File: src/rtl/fma_share_arbiter.sv
// fma_share_arbiter
//   Round-robin controller sharing one pipelined FMA between NREQ requesters.
//   Each cycle it grants at most one requester, muxes that requester's
//   operands onto the FMA, and tracks the requester ID down a LAT-deep shift
//   register aligned with the FMA pipeline. Results return via valid/ready;
//   an unaccepted response freezes the FMA (pipeline enable) and the tracker.
//
//   Optional feature macro: FMA_ARB_ZERO_GATE_EN
//     defined   : o_fma_msel = 1 when the issued a or b is +/-0 (product bypass)
//     undefined : o_fma_msel tied to 0
//
// Ports
//   i_clk, i_rst            clock, synchronous active-high reset
//   i_req / o_gnt           per-requester request, one-hot grant
//   i_a, i_b, i_c           packed per-requester operands, requester k at [k*FP_W +: FP_W]
//   o_fma_a/b/c, o_fma_msel operands and mux select driven to the FMA
//   o_fma_pipeline_en       FMA pipeline enable (low while a response is held)
//   i_fma_c                 FMA result
//   o_rsp_valid/id/data     response channel, i_rsp_ready consumer ready
//   o_busy                  at least one operation in flight
module fma_share_arbiter #(
  parameter int unsigned NREQ = 4,
  parameter int unsigned FP_W = 16,
  parameter int unsigned LAT  = 2,
  parameter int unsigned IDW  = $clog2(NREQ)
) (
  input  logic                   i_clk,
  input  logic                   i_rst,
  input  logic [NREQ-1:0]        i_req,
  output logic [NREQ-1:0]        o_gnt,
  input  logic [NREQ*FP_W-1:0]   i_a,
  input  logic [NREQ*FP_W-1:0]   i_b,
  input  logic [NREQ*FP_W-1:0]   i_c,
  output logic [FP_W-1:0]        o_fma_a,
  output logic [FP_W-1:0]        o_fma_b,
  output logic [FP_W-1:0]        o_fma_c,
  output logic                   o_fma_msel,
  output logic                   o_fma_pipeline_en,
  input  logic [FP_W-1:0]        i_fma_c,
  output logic                   o_rsp_valid,
  output logic [IDW-1:0]         o_rsp_id,
  output logic [FP_W-1:0]        o_rsp_data,
  input  logic                   i_rsp_ready,
  output logic                   o_busy
);

  logic [IDW-1:0] rr;
  logic [LAT-1:0] vld;
  logic [IDW-1:0] id [LAT];

  logic           stall;
  logic           hit;
  logic [IDW-1:0] sel;
  int unsigned    idx;

  always_comb stall = vld[LAT-1] & ~i_rsp_ready;

  // First asserted request at or after rr, wrapping modulo NREQ.
  always_comb begin
    hit = 1'b0;
    sel = '0;
    idx = 0;
    for (int unsigned off = 0; off < NREQ; off++) begin
      idx = (32'(rr) + off) % NREQ;
      if (!stall && !hit && i_req[idx]) begin
        hit = 1'b1;
        sel = IDW'(idx);
      end
    end
  end

  always_comb begin
    o_gnt   = '0;
    o_fma_a = '0;
    o_fma_b = '0;
    o_fma_c = '0;
    if (hit) begin
      o_gnt[sel] = 1'b1;
      o_fma_a    = i_a[sel*FP_W +: FP_W];
      o_fma_b    = i_b[sel*FP_W +: FP_W];
      o_fma_c    = i_c[sel*FP_W +: FP_W];
    end
  end

`ifdef FMA_ARB_ZERO_GATE_EN
  always_comb o_fma_msel = hit & ((o_fma_a[FP_W-2:0] == '0) | (o_fma_b[FP_W-2:0] == '0));
`else
  always_comb o_fma_msel = 1'b0;
`endif

  always_comb begin
    o_fma_pipeline_en = ~stall;
    o_rsp_valid       = vld[LAT-1];
    o_rsp_id          = id[LAT-1];
    o_rsp_data        = i_fma_c;
    o_busy            = |vld;
  end

  // Tracker advances only with the FMA; empty cycles shift in as bubbles.
  always_ff @(posedge i_clk) begin
    if (i_rst) begin
      rr  <= '0;
      vld <= '0;
    end else if (!stall) begin
      vld[0] <= hit;
      id[0]  <= sel;
      for (int unsigned i = 1; i < LAT; i++) begin
        vld[i] <= vld[i-1];
        id[i]  <= id[i-1];
      end
      if (hit)
        rr <= (sel == IDW'(NREQ-1)) ? '0 : sel + 1'b1;
    end
  end

endmodule

File: config.mk
export PLATFORM = sky130hd
export DESIGN_NAME = fma_share_arbiter
export DESIGN_NICKNAME = d
export VERILOG_FILES = /design/src/rtl/fma_share_arbiter.sv
export SDC_FILE = /design/constraint.sdc
export NUM_CORES = 1
export LEC_CHECK = 0
export BUFFER_PORTS_ARGS = -buffer_cell sky130_fd_sc_hd__buf_2
export CORE_AREA = 2 2 113 115
export CTS_BUF_LIST = sky130_fd_sc_hd__clkbuf_4
export DETAILED_ROUTE_END_ITERATION = 8
export DIE_AREA = 0 0 115 117
export GPL_ROUTABILITY_DRIVEN = 0
export GPL_TIMING_DRIVEN = 0
export PLACE_DENSITY = 0.51
export SETUP_SLACK_MARGIN = 0.02
export SYNTH_ARGS = -nofsm -noshare
export SYNTH_HDL_FRONTEND = slang
export SYNTH_SLANG_ARGS = --single-unit
File: constraint.sdc
create_clock -name i_clk -period 3.9 [get_ports i_clk]
set_input_delay 0.195 -clock i_clk [delete_from_list [all_inputs] [get_ports i_clk]]
set_output_delay 0.195 -clock i_clk [all_outputs]
set_load 0.02 [all_outputs]
**Yosys cells after proc, flatten, opt, wreduce, memory -nomap -nowiden**

Memories as Yosys holds them, arrays and structs flattened.
Cells that the tools add are included.
Widths: inputs -> output; s select.

- Memories: 1
- Memory bits (writable): 4
- Register bits after elaboration: 4
- Input bits: 215

- Add/sub/neg operators: 4
- Equality and inequality tests: 1
- Reductions and logical operators: 14
- Bitwise logic cells: 3
- Mux-type cells: 26
- Shift-type cells: 3
- Magnitude comparators: 6

Memory list:

| memory | words | width | rd ports | clocked after memory_dff | write ports | line | source |
|---|---|---|---|---|---|---|---|
| id | 2 | 2 | 2 | 0 | 2 | 49 | `logic [IDW-1:0] id [LAT];` |

Operators with widths:

| operator | number |
|---|---|
| $shiftx 64x7->16 | 3 |
| $mux 16 | 3 |
| $lt 2x3->1 const B | 5 |
| $mux 1 | 12 |
| $mux 2 | 5 |
| $bmux 1 s2 | 4 |
| $logic_and 1x1->1 | 8 |
| $add 2x1->2 const B | 2 |
| $add 2x2->2 const B | 2 |
| $logic_not 1->1 | 4 |
| $mux 4 | 1 |
| $demux 1 s2 | 1 |
| $eq 2x2->1 const B | 1 |
| $ge 2x1->1 const B | 1 |
| $not 1->1 | 2 |
| $reduce_and 2->1 | 1 |
| $reduce_or 2->1 | 1 |
| $and 1x1->1 | 1 |

**Depth between registers and ports, before layout**

- Depth after elaboration: 22
- Depth in mapped cells: 10

**Worst setup path after synthesis**

OpenSTA, ideal clock, no wires.

- Path type: reg-to-output
- Start point: register vld[1]
- End point: output port o_fma_a[0]
- Arrival time: 2.401 ns
- Stages on the path, launching flop included: 10
- Buffers on the path: 2
- Data required time: 3.705 ns
- Setup slack: 1.304 ns
- Path through: dfxtp_1 -> nor2b_1 -> inv_1 -> o311ai_1 -> nor2_1 -> o31ai_4 -> nand2_2 -> buf_2 -> buf_4 -> o22ai_1

- Longest elaborated chain between the ends: 18
- Elaborated cells on any way between the ends: 22

RTL lines:

| what | line | source |
|---|---|---|
| start: declaration | 48 | `logic [LAT-1:0] vld;` |
| start signal: indexed assignment | 108 | `vld[i] <= vld[i-1];` |
| $and 1x1->1 * | 56 | `always_comb stall = vld[LAT-1] & ~i_rsp_ready;` |
| $logic_not 1->1 * | -- |  |
| $logic_and 1x1->1 | 65 | `if (!stall && !hit && i_req[idx]) begin` |
| $mux 1 | 65 |  |
| $logic_not 1->1 | 65 |  |
| $logic_and 1x1->1 (2 in a row) | 65 |  |
| $mux 1 | 65 |  |
| $logic_not 1->1 | 65 |  |
| $logic_and 1x1->1 (2 in a row) | 65 |  |
| $mux 1 | 65 |  |
| $logic_not 1->1 | 65 |  |
| $logic_and 1x1->1 (2 in a row) | 65 |  |
| $mux 2 | 65 |  |
| $shiftx 64x7->16 | 79 | `o_fma_a = i_a[sel*FP_W +: FP_W];` |
| $mux 16 * | 77 | `if (hit) begin` |
| end: declaration | 34 | `output logic [FP_W-1:0] o_fma_a,` |

Mark *: on every way between the ends. The rest lies on a longest branch, timed or not.

**Worst setup path in the final report**

- Start point: register vld[1]
- End point: output port o_fma_a[5]

The elaborated chain is that of the path after synthesis.

==> results.tsv <==
metric	value	unit
outcome	finished clean	
tightest_slew	0.558	ns
synth_area_leaders	mux2i_1 (44%), o22ai_1 (13%), buf_4 (6.7%)	
netlist.area_leader.share	0.437	
finalClockSkew	0.00300	ns
worstHoldPathCells	2	
vias	2999	
layout_common_cells	buf_2 (274), mux2i_1 (98), o22ai_1 (48), buf_4 (20), nor2_1 (11)	
dieHeight	117	um
p_int	1.72	mW
start_util	0.183	
fin_crit_sh	0.839	
p_seq_frac	0.035	
antenna-diode-count	0	
cp.required	3.70	ns
wirelength	10.1	mm
rows	41	
crit_type	flip-flop to primary output	
grt_pass1_vias	2873	
min-delay-start	i_rst	
reg2reg_to	id[0][0]	
numCtsBuffers	3	
power_frac_comb	0.947	
antenna_found_initial	0	
yosysUniqueCellTypes	36	
clkPwrFrac	0.018	
start_kind	flip-flop	
syn_nets	464	
die_area	13500	sq um
grt-ovfl-total	0	
ys_ff_latch	8	
hpwl	8.82	mm
first_pass_iters	4	
hold_viol_final	0	
worst_hold_path_type	input pin to flip-flop	
max_freq	306	MHz
switching_share	0.565	
drc	0	
setup_viol	0	
area_growth	70.0	%
grt_usage	0.131	
insertion_delay	0.25	ns
maxSlewViolCount	0	
r2r_start	vld[1]	
pre_cts_ws	0.726	ns
ir_drop	373	uV
drt_iter0_drc	108	
tritoncts	done	
grt_max_degree	11	
mostFrequentLayoutCell	buf_2	
syn_inst	248	
rrSetupSlack	1.39	ns
cts_resized	0	
clock_path_buffers	2	
hold-path-endpoint	vld[0]	
cp_max_fo	10	
io_pins	289	
clk_pin_slew	0.05	ns
fin_ws	0.630	ns
ys_warn_count	0	
htree_levels	1	
ctsHoldBuffers	0	
yosysSeqAreaShare	0.0891	
io_buffers	271	
wl_per_cell	15.0	um
grt_pass1_wl	14.2	mm
syn-cell-area	2250	sq um
switchingPower	2.23	mW
clock-root-buffer	clkbuf_4	
critPathCaptureType	primary output	
r2r_cells	7	
final_layout_size_suffix_gt1_frac	0.614	
die_w	115	um
fin_nets	740	
maxCapViolCount	0	
async_flop_share	0	
ant_nets	0	
p_leak	2.08	nW
slew_headroom	0.628	
cts_sinks	8	
post-cts-setup-buffers	0	
finalSetupTns	0	ns
core	12300	sq um
arrival	3.08	ns
rsz0062_at_grt	no	
fin_crit	3.27	ns
power_density	1030	nW/um^2
dominantRegCellSynth	edfxtp_1	
synth_edf_count	4	
synth.largest_area_cell	mux2i_1	
post_synth.cell_area_avg	9.06	sq um
via_per_inst	4.46	
## worst max path at each step
stage          startpoint           to  cells past startpoint  slack (ns)
3_3_place_gp       vld[1]   o_fma_a[5]                     10        0.75
3_5_place_dp       vld[1]   o_fma_a[5]                     10        0.73
2_1_floorplan      vld[1]   o_fma_a[0]                      9        1.30
5_1_grt            vld[1]  o_fma_b[11]                     10        0.19
6_report           vld[1]   o_fma_a[5]                     10        0.63
4_1_cts            vld[1]   o_fma_a[5]                     10        0.44
## layer usage
layer | part of all wire | routed length (um) | vias up | GRT usage
met5 | 0 | 0 | - | 0
met4 | 0.0025 | 25 | 0 | 0.0145
met3 | 0.050 | 503 | 4 | 0.00669
met2 | 0.55 | 5550 | 125 | 0.250
met1 | 0.40 | 4000 | 1375 | 0.168
li1 | - | - | 1495 | -
## metrics by stage
step	instances	hold WS [ns]	instance area, sq um	utilization	power, mW
after detailed placement	669	0.411	3790	0.308	3.92
after CTS	673	0.165	3820	0.310	4.01
final	673	0.167	3820	0.310	3.94
after floorplan	248	0.267	2250	-	2.84
after global routing	673	0.181	3820	0.310	4.22
after global placement	669	0.408	3790	0.308	3.89
## sequential cells by signal, indices dropped and copies added, names as in the netlist
name / count
id: 4
vld: 2
rr: 2
## synth_stat cells (4+ instances only)
| cell | instances |
|---|---|
| mux2i_1 | 98 |
| o22ai_1 | 48 |
| buf_4 | 20 |
| nor2_1 | 11 |
| clkbuf_1 | 8 |
| buf_12 | 5 |
| inv_1 | 5 |
| buf_8 | 4 |
| dfxtp_1 | 4 |
| edfxtp_1 | 4 |
| mux4_2 | 4 |
## worst max-delay path: stages (launching register included)
cell and delay, ns:
dfxtp_1 0.33, nor2b_1 0.34, inv_1 0.20, o311ai_1 0.19, nor2_1 0.16, o31ai_4 0.54, nand2_2 0.18, buf_2 0.25
buf_4 0.21, o22ai_1 0.19, buf_2 0.21
## final cells by class
class	instances	area [sq um]
multi-input combinational	192	1640
buffer	43	389
timing repair buffer	271	1360
tap	150	188
sequential	8	200
clock buffer	4	30.0
fill	1353	8490
inverter	5	18.8
## cells by family (layout without fill, tap and decap cells)
kind of cell / count (synthesis) / in the layout / share of synthesized area
mux: 103 / 103 / 0.482
other cells: 1 / 1 / 0.00167
compound gates: 60 / 60 / 0.181
simple gates: 27 / 27 / 0.0596
flops: 8 / 8 / 0.0891
fa+ha+maj: 1 / 1 / 0.00557
buf+inv: 48 / 323 / 0.182
## power groups by stage
stage                     combinational (mW)  sequential [mW]  clock [mW]
after global routing                    4.00            0.141      0.0803
after global placement                  3.75            0.139           0
after detailed placement                3.78            0.139           0
final                                   3.74            0.136      0.0728
after CTS                               3.80            0.137      0.0752
after floorplan                         2.70            0.138           0
Note: power is estimated with default switching activity, not from simulation.
